===== config.mk =====
export PLATFORM = sky130hd
export DESIGN_NAME = mmio_timer_flat
export DESIGN_NICKNAME = d
export VERILOG_FILES = /design/src/rtl/mmio_timer_pkg.sv /design/src/rtl/mmio_timer_if.sv /design/src/rtl/mmio_timer_perf_counter.sv /design/src/rtl/mmio_timer.sv /design/src/flat_wrapper.sv
export SDC_FILE = /design/constraint.sdc
export NUM_CORES = 1
export LEC_CHECK = 0
export ABC_AREA = 1
export CAP_MARGIN = 0
export CORE_MARGIN = 2
export CORE_UTILIZATION = 58
export CTS_CLUSTER_SIZE = 25
export DETAILED_ROUTE_END_ITERATION = 10
export MAX_ROUTING_LAYER = met4
export PLACE_DENSITY_LB_ADDON = 0.15
export SLEW_MARGIN = 25
export SYNTH_ARGS = -nofsm -noshare
export SYNTH_HDL_FRONTEND = slang
export SYNTH_SLANG_ARGS = --single-unit

===== constraint.sdc =====
create_clock -name clk -period 3.74 [get_ports clk]
set_clock_uncertainty 0.1 [all_clocks]
set_input_delay 0.748 -clock clk [delete_from_list [all_inputs] [get_ports clk]]
set_output_delay 0.748 -clock clk [all_outputs]
set_load 0.01 [all_outputs]

===== src/rtl/mmio_timer_pkg.sv =====
`default_nettype none
// ============================================================================
// Module      : mmio_timer_pkg
// Description : Shared constants for the memory-mapped timer peripheral:
//               default window base, register byte offsets, CTRL/STATUS bit
//               positions and an offset helper used by the address decode.
// Revision    : 1.0 - initial release
// ============================================================================
package mmio_timer_pkg;

    // Default byte base of the 64-byte register window (low 6 bits zero).
    localparam logic [31:0] BASE_ADDR_DEFAULT = 32'hFFFF_FF00;

    // Register byte offsets inside the window.
    localparam logic [5:0] OFF_CTRL    = 6'h00;
    localparam logic [5:0] OFF_COUNT   = 6'h04;
    localparam logic [5:0] OFF_COMPARE = 6'h08;
    localparam logic [5:0] OFF_STATUS  = 6'h0C;
    localparam logic [5:0] OFF_CYCLES  = 6'h10;
    localparam logic [5:0] OFF_RETIRED = 6'h14;

    // CTRL bit indices and width of the implemented CTRL field.
    localparam int CTRL_EN         = 0;
    localparam int CTRL_AUTORELOAD = 1;
    localparam int CTRL_IRQEN      = 2;
    localparam int CTRL_W          = 3;

    // STATUS bit index.
    localparam int STATUS_MATCH = 0;

    // Word-aligned byte offset from address bits [5:2]; the byte lane bits
    // are ignored, so every access is treated as a full-word access.
    function automatic logic [5:0] reg_offset(input logic [3:0] word_sel);
        return {word_sel, 2'b00};
    endfunction

endpackage
`default_nettype wire


===== src/rtl/mmio_timer_if.sv =====
`default_nettype none
// ============================================================================
// Module      : mmio_timer_if
// Description : Data-port bundle between the pipeline M/W stages, the data
//               memory and the timer peripheral.
//               master : pipeline/memory side (drives strobe, address, store
//                        data, W-stage instruction and memory read data)
//               slave  : timer side (drives memory write enable and the read
//                        data returned to the pipeline)
// Revision    : 1.0 - initial release
// ============================================================================
interface mmio_timer_if;
    logic        MemWriteM;   // M-stage store strobe
    logic [31:0] DataAdrM;    // M-stage byte address
    logic [31:0] WriteDataM;  // M-stage store data
    logic [31:0] InstrW;      // W-stage instruction, zero means bubble
    logic [31:0] DmemRd;      // data memory read data (combinational)
    logic        DmemWe;      // data memory write enable
    logic [31:0] ReadDataM;   // read data back to the pipeline

    modport master (
        output MemWriteM, DataAdrM, WriteDataM, InstrW, DmemRd,
        input  DmemWe, ReadDataM
    );

    modport slave (
        input  MemWriteM, DataAdrM, WriteDataM, InstrW, DmemRd,
        output DmemWe, ReadDataM
    );
endinterface
`default_nettype wire


===== src/rtl/mmio_timer_perf_counter.sv =====
`default_nettype none
// ============================================================================
// Module      : perf_counter
// Description : 32-bit free-running wrapping counter with increment enable.
// Ports       : clk    - system clock
//               reset  - synchronous active-high reset, clears the count
//               inc_en - add one on this rising edge
//               count  - current count value
// Revision    : 1.0 - initial release
// ============================================================================
module perf_counter (
    input  wire logic        clk,
    input  wire logic        reset,
    input  wire logic        inc_en,
    output logic [31:0]      count
);

    logic [31:0] count_q;
    logic [31:0] count_d;

    always_comb begin
        count_d = count_q;
        if (inc_en) begin
            count_d = count_q + 32'd1;  // natural wrap at 2^32
        end
    end

    always_ff @(posedge clk) begin
        if (reset) begin
            count_q <= 32'd0;
        end else begin
            count_q <= count_d;
        end
    end

    assign count = count_q;

endmodule
`default_nettype wire


===== src/rtl/mmio_timer.sv =====
`default_nettype none
// ============================================================================
// Module      : mmio_timer
// Description : Memory-mapped timer and performance counters on the data
//               port. Claims a 64-byte window at BASE_ADDR; accesses outside
//               the window pass straight through to data memory.
// Ports       : clk   - system clock
//               reset - synchronous active-high reset
//               bus   - data-port bundle (slave side)
//               Irq   - registered interrupt request (MATCH & IRQEN)
// Revision    : 1.0 - initial release
// ============================================================================
module mmio_timer
    import mmio_timer_pkg::*;
#(
    parameter logic [31:0] BASE_ADDR = BASE_ADDR_DEFAULT
) (
    input  wire logic      clk,
    input  wire logic      reset,
    mmio_timer_if.slave    bus,
    output logic           Irq
);

    // ------------------------------------------------------------------
    // Address decode
    // ------------------------------------------------------------------
    logic        w_hit;
    logic [5:0]  w_off;
    logic        w_wr;
    logic        w_wr_ctrl;
    logic        w_wr_count;
    logic        w_wr_compare;
    logic        w_wr_status;
    logic        w_unused_adr_lo;

    assign w_hit        = (bus.DataAdrM[31:6] == BASE_ADDR[31:6]);
    assign w_off        = reg_offset(bus.DataAdrM[5:2]);
    assign w_wr         = bus.MemWriteM & w_hit;
    assign w_wr_ctrl    = w_wr & (w_off == OFF_CTRL);
    assign w_wr_count   = w_wr & (w_off == OFF_COUNT);
    assign w_wr_compare = w_wr & (w_off == OFF_COMPARE);
    assign w_wr_status  = w_wr & (w_off == OFF_STATUS);

    // Byte-lane bits carry no meaning for word registers.
    assign w_unused_adr_lo = ^bus.DataAdrM[1:0];

    // In-window stores never reach data memory.
    assign bus.DmemWe = bus.MemWriteM & ~w_hit;

    // ------------------------------------------------------------------
    // Free-running counters
    // ------------------------------------------------------------------
    logic [31:0] w_cycles;
    logic [31:0] w_retired;

    perf_counter u_cycles (
        .clk    (clk),
        .reset  (reset),
        .inc_en (1'b1),
        .count  (w_cycles)
    );

    perf_counter u_retired (
        .clk    (clk),
        .reset  (reset),
        .inc_en (bus.InstrW != 32'd0),
        .count  (w_retired)
    );

    // ------------------------------------------------------------------
    // Timer state
    // ------------------------------------------------------------------
    logic [CTRL_W-1:0] ctrl_q,    ctrl_d;
    logic [31:0]       count_q,   count_d;
    logic [31:0]       compare_q, compare_d;
    logic              match_q,   match_d;
    logic              irq_q,     irq_d;
    logic              w_match_set;

    always_comb begin
        ctrl_d      = ctrl_q;
        count_d     = count_q;
        compare_d   = compare_q;
        match_d     = match_q;
        w_match_set = 1'b0;

        if (w_wr_ctrl) begin
            ctrl_d = bus.WriteDataM[CTRL_W-1:0];
        end

        // Compare always sees the pre-write COMPARE value this cycle.
        if (w_wr_compare) begin
            compare_d = bus.WriteDataM;
        end

        if (ctrl_q[CTRL_EN]) begin
            if (count_q == compare_q) begin
                w_match_set = 1'b1;
                count_d     = ctrl_q[CTRL_AUTORELOAD] ? 32'd0 : count_q + 32'd1;
            end else begin
                count_d = count_q + 32'd1;
            end
        end

        // A software COUNT write overrides the increment/reload and
        // suppresses the match against the value being replaced.
        if (w_wr_count) begin
            count_d     = bus.WriteDataM;
            w_match_set = 1'b0;
        end

        // W1C first, then set: a fresh match beats a concurrent clear.
        if (w_wr_status && bus.WriteDataM[STATUS_MATCH]) begin
            match_d = 1'b0;
        end
        if (w_match_set) begin
            match_d = 1'b1;
        end

        irq_d = match_q & ctrl_q[CTRL_IRQEN];
    end

    always_ff @(posedge clk) begin
        if (reset) begin
            ctrl_q    <= '0;
            count_q   <= 32'd0;
            compare_q <= 32'd0;
            match_q   <= 1'b0;
            irq_q     <= 1'b0;
        end else begin
            ctrl_q    <= ctrl_d;
            count_q   <= count_d;
            compare_q <= compare_d;
            match_q   <= match_d;
            irq_q     <= irq_d;
        end
    end

    assign Irq = irq_q;

    // ------------------------------------------------------------------
    // Read mux (zero latency, like data memory)
    // ------------------------------------------------------------------
    logic [31:0] w_reg_rdata;

    always_comb begin
        w_reg_rdata = 32'd0;
        case (w_off)
            OFF_CTRL:    w_reg_rdata = {{(32-CTRL_W){1'b0}}, ctrl_q};
            OFF_COUNT:   w_reg_rdata = count_q;
            OFF_COMPARE: w_reg_rdata = compare_q;
            OFF_STATUS:  w_reg_rdata = {31'd0, match_q};
            OFF_CYCLES:  w_reg_rdata = w_cycles;
            OFF_RETIRED: w_reg_rdata = w_retired;
            default:     w_reg_rdata = 32'd0;
        endcase
    end

    assign bus.ReadDataM = w_hit ? w_reg_rdata : bus.DmemRd;

endmodule
`default_nettype wire


===== src/flat_wrapper.sv =====
// flat-port wrapper written by rule: the top's interface ports become plain ports
module mmio_timer_flat import mmio_timer_pkg::*;
#(
    parameter logic [31:0] BASE_ADDR = BASE_ADDR_DEFAULT
)
  (clk, reset, Irq, bus_MemWriteM, bus_DataAdrM, bus_WriteDataM, bus_InstrW, bus_DmemRd, bus_DmemWe, bus_ReadDataM);
  mmio_timer_if bus_i ();
  input  wire logic clk;
  input  wire logic reset;
  output logic Irq;
  input wire logic [$bits(bus_i.MemWriteM)-1:0] bus_MemWriteM;
  input wire logic [$bits(bus_i.DataAdrM)-1:0] bus_DataAdrM;
  input wire logic [$bits(bus_i.WriteDataM)-1:0] bus_WriteDataM;
  input wire logic [$bits(bus_i.InstrW)-1:0] bus_InstrW;
  input wire logic [$bits(bus_i.DmemRd)-1:0] bus_DmemRd;
  output wire logic [$bits(bus_i.DmemWe)-1:0] bus_DmemWe;
  output wire logic [$bits(bus_i.ReadDataM)-1:0] bus_ReadDataM;
  assign bus_i.MemWriteM = bus_MemWriteM;
  assign bus_i.DataAdrM = bus_DataAdrM;
  assign bus_i.WriteDataM = bus_WriteDataM;
  assign bus_i.InstrW = bus_InstrW;
  assign bus_i.DmemRd = bus_DmemRd;
  assign bus_DmemWe = bus_i.DmemWe;
  assign bus_ReadDataM = bus_i.ReadDataM;
  mmio_timer #(.BASE_ADDR(BASE_ADDR)) u_core (.clk(clk), .reset(reset), .bus(bus_i), .Irq(Irq));
endmodule

; ---- Word level (Yosys, flattened, before mapping)
; Cells that the tools add are included.
; W data, S select, Z words.
[word_totals]
regBits = 133
input_bits = 131
wordCells = 41
[classes]
n_addsub = 3
n_eq_ne = 7
n_mux = 11
bitwise = 8
n_reduce_logical = 5
[op_table]
columns = op, n
row1 = $pmux W32 S6, 1
row2 = $mux W32, 5
row3 = $add A32 B1 Y32 const B, 3
row4 = $eq A32 B32 Y1, 1
row5 = $reduce_bool A32 Y1, 1
row6 = $eq A26 B26 Y1 const B, 1
row7 = $eq A4 B2 Y1 const B, 2
row8 = $eq A4 B3 Y1 const B, 2
row9 = $and A1 B1 Y1, 7
row10 = $logic_not A6 Y1, 1
row11 = $mux W1, 5
row12 = $eq A4 B1 Y1 const B, 1
row13 = $reduce_bool A2 Y1, 2
row14 = $logic_and A1 B1 Y1, 1
row15 = $not A1 Y1, 1

; ---- Depth between registers and ports, before layout
; Gate-level depths: netlist of the first run.
[depth]
word_depth = 6
ltp_mapped = 12
depth_no_buf = 11

; ---- Hierarchy
; From an unflattened synthesis of the first run, not the netlist that was laid out.
[hier_totals]
cells_unflattened = 1497
area_unflattened_um2 = 9589.2
[by_module_without_submodules]
columns = mod, n_inst, cells_per_inst, area_per_inst_um2, seq_area_each_um2
row1 = mmio_timer, 1, 971, 6003.3, 1381.3
row2 = perf_counter, 2, 263, 1793.0, 640.6

; ---- Worst setup path after synthesis of the first run
; OpenSTA, ideal clock, no wires.
[synth_timing]
path_type = input-to-output
start = input bus_DataAdrM[3]
end = output bus_ReadDataM[19]
arrival_time_ns = 1.968
slack_ns = 0.924
stages = 7
path_buffers = 2
path_cell_list = buf_4 nor2_2 nand2_2 buf_2 o22ai_1 a221oi_1 o21ai_0
[synth_between]
elab_chain_cells = 3
word_cells_on_any_way = 8
cone_classes = 5 x eq/ne / 2 x mux / 1 x reduce/logical
[synth_lines]
columns = element, line
row1 = "start, declared", flat_wrapper.sv:12  ; input wire logic [$bits(bus_i.DataAdrM)-1:0] bus_DataAdrM;
row2 = $eq A4 B3 Y1 (tied with other cells), mmio_timer.sv:148  ; case (w_off)
row3 = $pmux W32 S6 *, mmio_timer.sv:148
row4 = $mux W32 *, mmio_timer.sv:159  ; assign bus.ReadDataM = w_hit ? w_reg_rdata : bus.DmemRd;
row5 = "end, declared", flat_wrapper.sv:17  ; output wire logic [$bits(bus_i.ReadDataM)-1:0] bus_ReadDataM;
; Mark *: on every way between the ends. The rest lies on a longest branch, timed or not.

; ---- Worst setup path after layout of the first run
[layout_timing]
start = input bus_DataAdrM[2]
end = output bus_ReadDataM[31]
; Same word-level chain as after synthesis.

==> run summary, run 1 <==
A synthesized cell averages 6.20 um2. The tools report the area occupied by multi-input gates as 5500 um2. The initial utilization of the core area, before any placement, comes to 58.7%. For the worst-skew pair, the clock arrives at the later sink with an insertion delay of 0.43 ns. The post-synthesis share of cell area spent on xor and xnor gates was 5.51%. The tools report the maximum number of pins on one net before global-route repair as 106. After floorplanning, the core was divided into 46 placement rows. The count of cells in the finished layout, fillers not included, comes to 1861. Number of global-route vias before repair: 9573. The smallest clock period supported by the final layout is computed as 3.64 ns. Traced cell by cell, the critical path runs through clkdlybuf4s50_1, buf_4, nor2_2, nand2_2, buf_4, o22ai_1, a221oi_1, o21ai_0, clkdlybuf4s50_1. The count of final max-slew check failures is 0, and the area of the die is 16900 um2. The congestion estimate from routability-driven global placement came to 0.962. The fraction of synthesis flops using an asynchronous set or reset pin is 0%. The run gives 43 as the number of different library cells in the post-synthesis netlist. The number of clock buffers added by TritonCTS is 17. DRC violation total after the first TritonRoute iteration: 1178. Based on the critical path, the design can be clocked at up to 275 MHz. The critical path is of the input port to output port type. The kind of launch point of the worst setup path is an input port. The run gives 0 as the initial antenna violation count. CTS placed an instance of sky130_fd_sc_hd__clkbuf_16 at the clock tree root. The synthesized-area fraction occupied by ao, oa, aoi and oai cells came out at 17.2%. The port buffer count works out to 162.

Among all flip-flop cells after synthesis, the most frequent one is sky130_fd_sc_hd__dfxtp_1. The H-tree level count came out at 4. Class of the tightest hold or removal check: flop to flop. The number of maximum-capacitance violations was 0. The adder-cell area share of the yosys netlist was 0.407%. Of all nets on the critical path, the largest fanout is 4.

The estimated wirelength of the detail-placed design came out at 23500 um. For the pin with the worst max-slew slack, the measured transition is 0.903 ns. The highest-delay cell along the critical path was sky130_fd_sc_hd__clkdlybuf4s50_1. TritonCTS built the clock tree.

The worst setup path is captured at an output port. The tools report the number of buffers added to fix hold violations after cts as 0. The run finished with clean final reports. For the count of final hold-check violations, the log shows 0. After synthesis, the largest family of logic cells by area is simple AND/OR/NAND/NOR gates. After filler insertion, the fill cell instance count of the layout stands at 1302. Buffers added to address setup during post-CTS repair amount to 0. The fraction of final layout cells with drive strength greater than 1 works out to 7.60%. From left edge to right edge, the die measures 130 um.

Clock-pin slew was measured on the worst setup and hold paths at 0.06 ns. The I/O pin count is 165, and the total area of sequential cells is 2660 um2. The max-slew headroom at the worst pin was 39.7%; the share of the core filled with cells in the final layout was 75.1%.

In the final routed layout, each cell accounts on average for 16.8 um. The first global-routing pass estimated 48600 um of wire. The logs give 361 uV for the worst ir drop on vdd and 0 for the overall overflow remaining after global route.

The logs give 2.89 ns for the data required time of the critical path and 46.4% for the met1 track demand over resource. The average vias per placed instance came out at 5.74. Setup repair after global routing left no endpoint under its margin.

For the number of design rule violations left after detail routing, the log shows 0. Synthesis inferred 133 register bits. Of the available clock period, the critical path in the final layout requires 97.3%.

The data arrival at the endpoint of the critical path was 2.79 ns. Synthesis produced a netlist with a net count of 1622. The global routing met2 resource utilization is 62.2%, and the combined global-route utilization of all metal layers is 38.0%.

The run gives 10700 as the number of vias after detailed routing. The pre-antenna-repair detailed-routing pass consisted of 6 iterations. For the total power, the log shows 0.00337 W.

The logs give 0 for the number of warning messages in the yosys log and 9220 um2 for the synthesized area. After detailed routing, the total wire length is 31300 um. The simple-gate share of the synthesized area is 35.6%, and the final number of setup-violating endpoints is 0. Counting along the longest clock path gives a buffer depth of 2. The sink count of the clock tree is 133, and the antenna cell count is 0. The number of standard cells after synthesis came out at 1488. In this run the vertical extent of the chip is 130 um. The global routing stage identified its most utilized layer as met2. After synthesis, the share of cell area in mux cells is 0%.

Relative to the synthesized area, the layout overhead comes to 28.0%. Power spread over the standard cell area amounts to 285 nW/um2. In this run the standard cell core region covers 15700 um2. The number of placed instances, taps included, is 1830.

For the final-stage net count, the log shows 1767. The analysis attributes to cell leakage a power of 4.42 nW. The detail route stage leaves a number of antenna-violating nets equal to 0. In the global route stage, met3 resource usage came out at 6.19%. Number of enable flip-flop cells after synthesis: 0. The tools report the register area share after synthesis as 28.9%. The critical path's largest stage delay came out at 0.58 ns.
==> layout make-up <==
type                    instances  area share (%)
clock buffers                  20            3.87
clock inverters                11           0.890
inverters                     202            6.47
multi-input cells            1073            46.6
flip-flops and latches        133            22.6
well taps                     216            2.29
repair buffers                206            17.4
==> synthesized netlist by cell type, types with 10 or more instances <==
| cell type | instances | share of area [%] |
|---|---|---|
| sky130_fd_sc_hd__nor3_1 | 51 | 2.8 |
| sky130_fd_sc_hd__nand2_1 | 350 | 14 |
| sky130_fd_sc_hd__a221oi_1 | 28 | 2.7 |
| sky130_fd_sc_hd__nand3_1 | 79 | 4.3 |
| sky130_fd_sc_hd__o22ai_1 | 23 | 1.6 |
| sky130_fd_sc_hd__a21oi_1 | 88 | 4.8 |
| sky130_fd_sc_hd__inv_1 | 194 | 7.9 |
| sky130_fd_sc_hd__nand4_1 | 52 | 3.5 |
| sky130_fd_sc_hd__o21ai_0 | 69 | 3.7 |
| sky130_fd_sc_hd__xnor2_1 | 23 | 2.2 |
| sky130_fd_sc_hd__dfxtp_1 | 133 | 29 |
| sky130_fd_sc_hd__buf_2 | 28 | 1.5 |
| sky130_fd_sc_hd__a211oi_1 | 37 | 3.0 |
| sky130_fd_sc_hd__nor2_2 | 10 | 0.68 |
| sky130_fd_sc_hd__o21ai_1 | 19 | 1.0 |
| sky130_fd_sc_hd__clkbuf_1 | 33 | 1.3 |
| sky130_fd_sc_hd__nor2_1 | 166 | 6.8 |
| sky130_fd_sc_hd__xor2_1 | 35 | 3.3 |
==> sequential cells by signal, summed over array words and instances (netlist names) <==
register                flops
u_core.Irq                  1
u_core.u_retired.count     32
u_core.u_cycles.count      32
u_core.ctrl_q               3
u_core.compare_q           32
u_core.count_q             32
u_core.match_q              1
==> per-layer routing <==
layer | up-vias | share of wire, % | wire length (um)
met5 | - | 0 | 0
met3 | 98 | 7.5 | 2340
met2 | 528 | 48 | 15100
li1 | 5187 | - | -
met1 | 4876 | 40 | 12500
met4 | 0 | 4.1 | 1300
==> placed cells by master (no fill, tap or decap), types with 23 or more instances in the layout <==
| master | n |
|---|---|
| sky130_fd_sc_hd__a211oi_1 | 37 |
| sky130_fd_sc_hd__a21oi_1 | 88 |
| sky130_fd_sc_hd__a221oi_1 | 27 |
| sky130_fd_sc_hd__buf_4 | 40 |
| sky130_fd_sc_hd__clkdlybuf4s50_1 | 137 |
| sky130_fd_sc_hd__dfxtp_1 | 133 |
| sky130_fd_sc_hd__inv_1 | 193 |
| sky130_fd_sc_hd__nand2_1 | 350 |
| sky130_fd_sc_hd__nand3_1 | 78 |
| sky130_fd_sc_hd__nand4_1 | 52 |
| sky130_fd_sc_hd__nor2_1 | 166 |
| sky130_fd_sc_hd__nor3_1 | 51 |
| sky130_fd_sc_hd__o21ai_0 | 60 |
| sky130_fd_sc_hd__o21ai_1 | 28 |
| sky130_fd_sc_hd__xnor2_1 | 23 |
| sky130_fd_sc_hd__xor2_1 | 35 |
==> worst max-delay path, delay by kind of cell <==
kind                   cells  cell delay (ns)
buffers and inverters      4             1.36
AO/OA/AOI/OAI              3             0.45
AND/OR/NAND/NOR            2             0.23
==> repair_timing <==
item	in CTS	in global routing
resized for setup	13	36
pin swaps	0	0
endpoints found under the hold margin	0	0
endpoints found under the setup margin	9	28
==> through the flow <==
step	hold WS [ns]	worst slack [ns]	area, um2	TNS [ns]
6_report	0.363	0.102	11800	0
3_3_place_gp	0.338	-0.0329	11100	-0.0409
4_1_cts	0.350	0.00415	11700	0
5_1_grt	0.397	0.00193	11800	0
3_5_place_dp	0.349	-0.0661	11100	-0.207
2_1_floorplan	0.310	0.924	9220	0
==> kinds of logic (layout without fill, tap and decap cells) <==
group           count (synthesis)  after routing
simple gates                  743            743
flops                         133            133
buf+inv                       282            439
xor+xnor                       58             58
fa+ha+maj                       3              3
compound gates                269            269
==> power by group <==
group	switching (W)	internal [W]	total, W
logic	0.000134	0.000184	0.000318
clock network	0.000676	0.000944	0.00162
registers	0.00000540	0.00142	0.00143
total	0.000815	0.00255	0.00337
==> worst paths after layout <==
path / to / slack (ns) / cells after the start / startpoint
worst max-delay path: bus_ReadDataM[31] / 0.10 / 9 / bus_DataAdrM[2]
worst min-delay path: u_core.u_cycles.count[27] / 0.36 / 2 / u_core.u_cycles.count[27]
worst max register to register: u_core.count_q[26] / 1.24 / 8 / u_core.count_q[30]
worst min register to register: u_core.u_cycles.count[27] / 0.36 / 2 / u_core.u_cycles.count[27]
No activity file was read; power rests on OpenSTA's default activity.
==> run 2, diff against run 1 <==
--- a/config.mk
+++ b/config.mk
@@ -12,7 +12,7 @@
 export CTS_CLUSTER_SIZE = 25
 export DETAILED_ROUTE_END_ITERATION = 10
 export MAX_ROUTING_LAYER = met4
-export PLACE_DENSITY_LB_ADDON = 0.15
+export PLACE_DENSITY = 0.95
 export SLEW_MARGIN = 25
 export SYNTH_ARGS = -nofsm -noshare
 export SYNTH_HDL_FRONTEND = slang
==> run summary, run 2 (synthesis results as in run 1) <==
The flow ran to the end, and the final reports show no timing, DRC or antenna violations. For the I/O pin count, the log shows 165. The tools report the wire length of the first global-routing pass as 49600 um.

The detailed router finished its first iteration with 1526 violations. The sink count of the clock tree was 133; the average vias per placed instance was 5.94. Entering global routing, the biggest net connects 68 pins.

Detail-routed net length per standard cell: 17.1 um. Across the VDD grid, the largest voltage drop is 374 uV. TritonCTS built the clock tree. For the buffer count from post-CTS setup fixing, the log shows 0.

The largest fanout of any net on the critical path works out to 6. The congestion estimate from routability-driven global placement came to 1.01. Subtracting the final worst setup slack from the clock period gives 3.73 ns.

The commonest non-fill, non-tap cell in the layout was sky130_fd_sc_hd__nand2_1. The final route contains 11100 vias. For the worst setup path, the data required time is 2.89 ns. The tools report the final-stage net count as 1767. STA classifies the critical path endpoint as an output port.

The combined global-route utilization of all metal layers is 38.6%. The final cell count without fillers is 1862, and the clock latency on the worst-skew pair is 0.44 ns. The count of nets left with antenna violations once routing finished came out at 0. The number of buffers added to fix hold violations after cts is 0. Part of the cycle the worst path needs: 99.9%. The run gives 23200 um as the estimated wirelength of the detail-placed design. The overall overflow remaining after global route was 0; the area growth from synthesis to final layout was 27.9%. The master cell of the clock root buffer was sky130_fd_sc_hd__clkbuf_16. The port buffer count works out to 162.

The area occupied by multi-input gates was 5440 um2. After floorplanning, the core was divided into 46 placement rows. The die span in x was 130 um; the power per standard cell area was 286 nW/um2.

The logs give 10300 for the number of global-route vias before repair and 2660 um2 for the total area of sequential cells. The pre-CTS setup slack came out at -0.0630 ns. For this run, the top clock speed supported by timing is 268 MHz.

TritonCTS created 17 clock buffers. Setup violations remaining at the end of the flow were counted as 0. The routed design has 31800 um of wire. The fraction of final layout cells with drive strength greater than 1 was 6.93%. On the final layout, the worst hold slack is 0.341 ns. The starting density of the core is 58.7%, and the count of final hold-check violations is 0.

The worst setup path is launched from an input port. The run gives 4 as the H-tree level count. The class of the tightest hold or removal check is flop to flop. The number of design rule violations left after detail routing is 0.

Total power for the finished layout comes to 0.00337 W. The data arrival at the endpoint of the critical path was 2.89 ns; the area of the die was 16900 um2. The first detailed-routing pass took 7 iterations.

Placed instance count: 1830. Critical setup path kind: input port to output port. The slew at the pin with the worst max-slew slack is 0.870 ns. The die height works out to 130 um.

The tools report the initial antenna violation count as 0. The library cells used most frequently in the layout, excluding fill and tap cells, are sky130_fd_sc_hd__nand2_1, sky130_fd_sc_hd__inv_1, sky130_fd_sc_hd__nor2_1, sky130_fd_sc_hd__clkdlybuf4s50_1, sky130_fd_sc_hd__dfxtp_1. The region available for standard cell placement spans 15700 um2. The number of maximum-capacitance violations was 0; the maximum clock path buffer count was 2.

After filler insertion, the fill cell instance count of the layout stands at 1205. Headroom to the max-slew limit came out at 41.9%. The leakage power came out at 4.45 nW. Setup repair after global routing could not meet its margin everywhere. Smallest setup slack after layout: 0.00501 ns.

Clock-pin slew was measured on the worst setup and hold paths at 0.06 ns. The count of final max-slew check failures came out at 0. The antenna cell count was 0.
run 2: cell count changes in the layout (fill, tap and decap cells not counted), sizes merged:
cell and change:
clkinvlp -5, clkbuf +4, clkinv +1, dlygate4sd2 +1, dlymetal6s2s -1, inv +1
run 2: timing repair:
item	in CTS	in global routing
pin swaps	0	2
setup endpoints to repair	26	28
resized for setup	9	25
run 2: final timing paths:
path                           start                 end  slack (ns)  depth (start not counted)
setup / recovery     bus_DataAdrM[4]   bus_ReadDataM[13]       0.005                         10
hold / removal      u_core.ctrl_q[2]          u_core.Irq        0.34                          2
hold reg to reg     u_core.ctrl_q[2]          u_core.Irq        0.34                          2
setup reg to reg  u_core.count_q[23]  u_core.count_q[15]        1.23                          8
run 2: critical path: stages:
cell,delay (ns)
sky130_fd_sc_hd__clkdlybuf4s50_1,0.47
sky130_fd_sc_hd__inv_1,0.05
sky130_fd_sc_hd__nor2_2,0.16
sky130_fd_sc_hd__nand2_2,0.10
sky130_fd_sc_hd__buf_4,0.17
sky130_fd_sc_hd__o21ai_0,0.17
sky130_fd_sc_hd__a221oi_1,0.09
sky130_fd_sc_hd__buf_4,0.16
sky130_fd_sc_hd__o21ai_0,0.19
sky130_fd_sc_hd__clkdlybuf4s50_1,0.57
run 2: area by class of cell:
| type | instances | share of cell area [%] |
|---|---|---|
| clock inverter | 8 | 0.626 |
| multi-input combinational | 1073 | 46.1 |
| tap | 216 | 2.29 |
| timing repair buffer | 206 | 17.7 |
| inverter | 202 | 6.45 |
| sequential | 133 | 22.6 |
| clock buffer | 24 | 4.17 |
run 2: through the flow:
stage               util [%]  TNS [ns]  instance area [um2]
CTS                     74.6         0                11700
global placement        71.0   -0.0905                11200
global route            75.0   -0.0985                11800
floorplan                  -         0                 9220
finish                  75.0         0                11800
detailed placement      71.0    -0.478                11200
run 2: layer usage:
layer / up-vias / GRT usage, % / share of wire (%)
met5: - / - / 0
met3: 161 / 8.90 / 10
li1: 5180 / - / -
met1: 5001 / 43.6 / 37
met4: 0 / 22.6 / 5.9
met2: 709 / 62.6 / 47
run 2: report_power, final:
part / total (W) / switching, W / internal, W
sequential: 0.00143 / 0.00000582 / 0.00142
combinational: 0.000318 / 0.000136 / 0.000182
clock: 0.00162 / 0.000642 / 0.000979
total: 0.00337 / 0.000783 / 0.00258
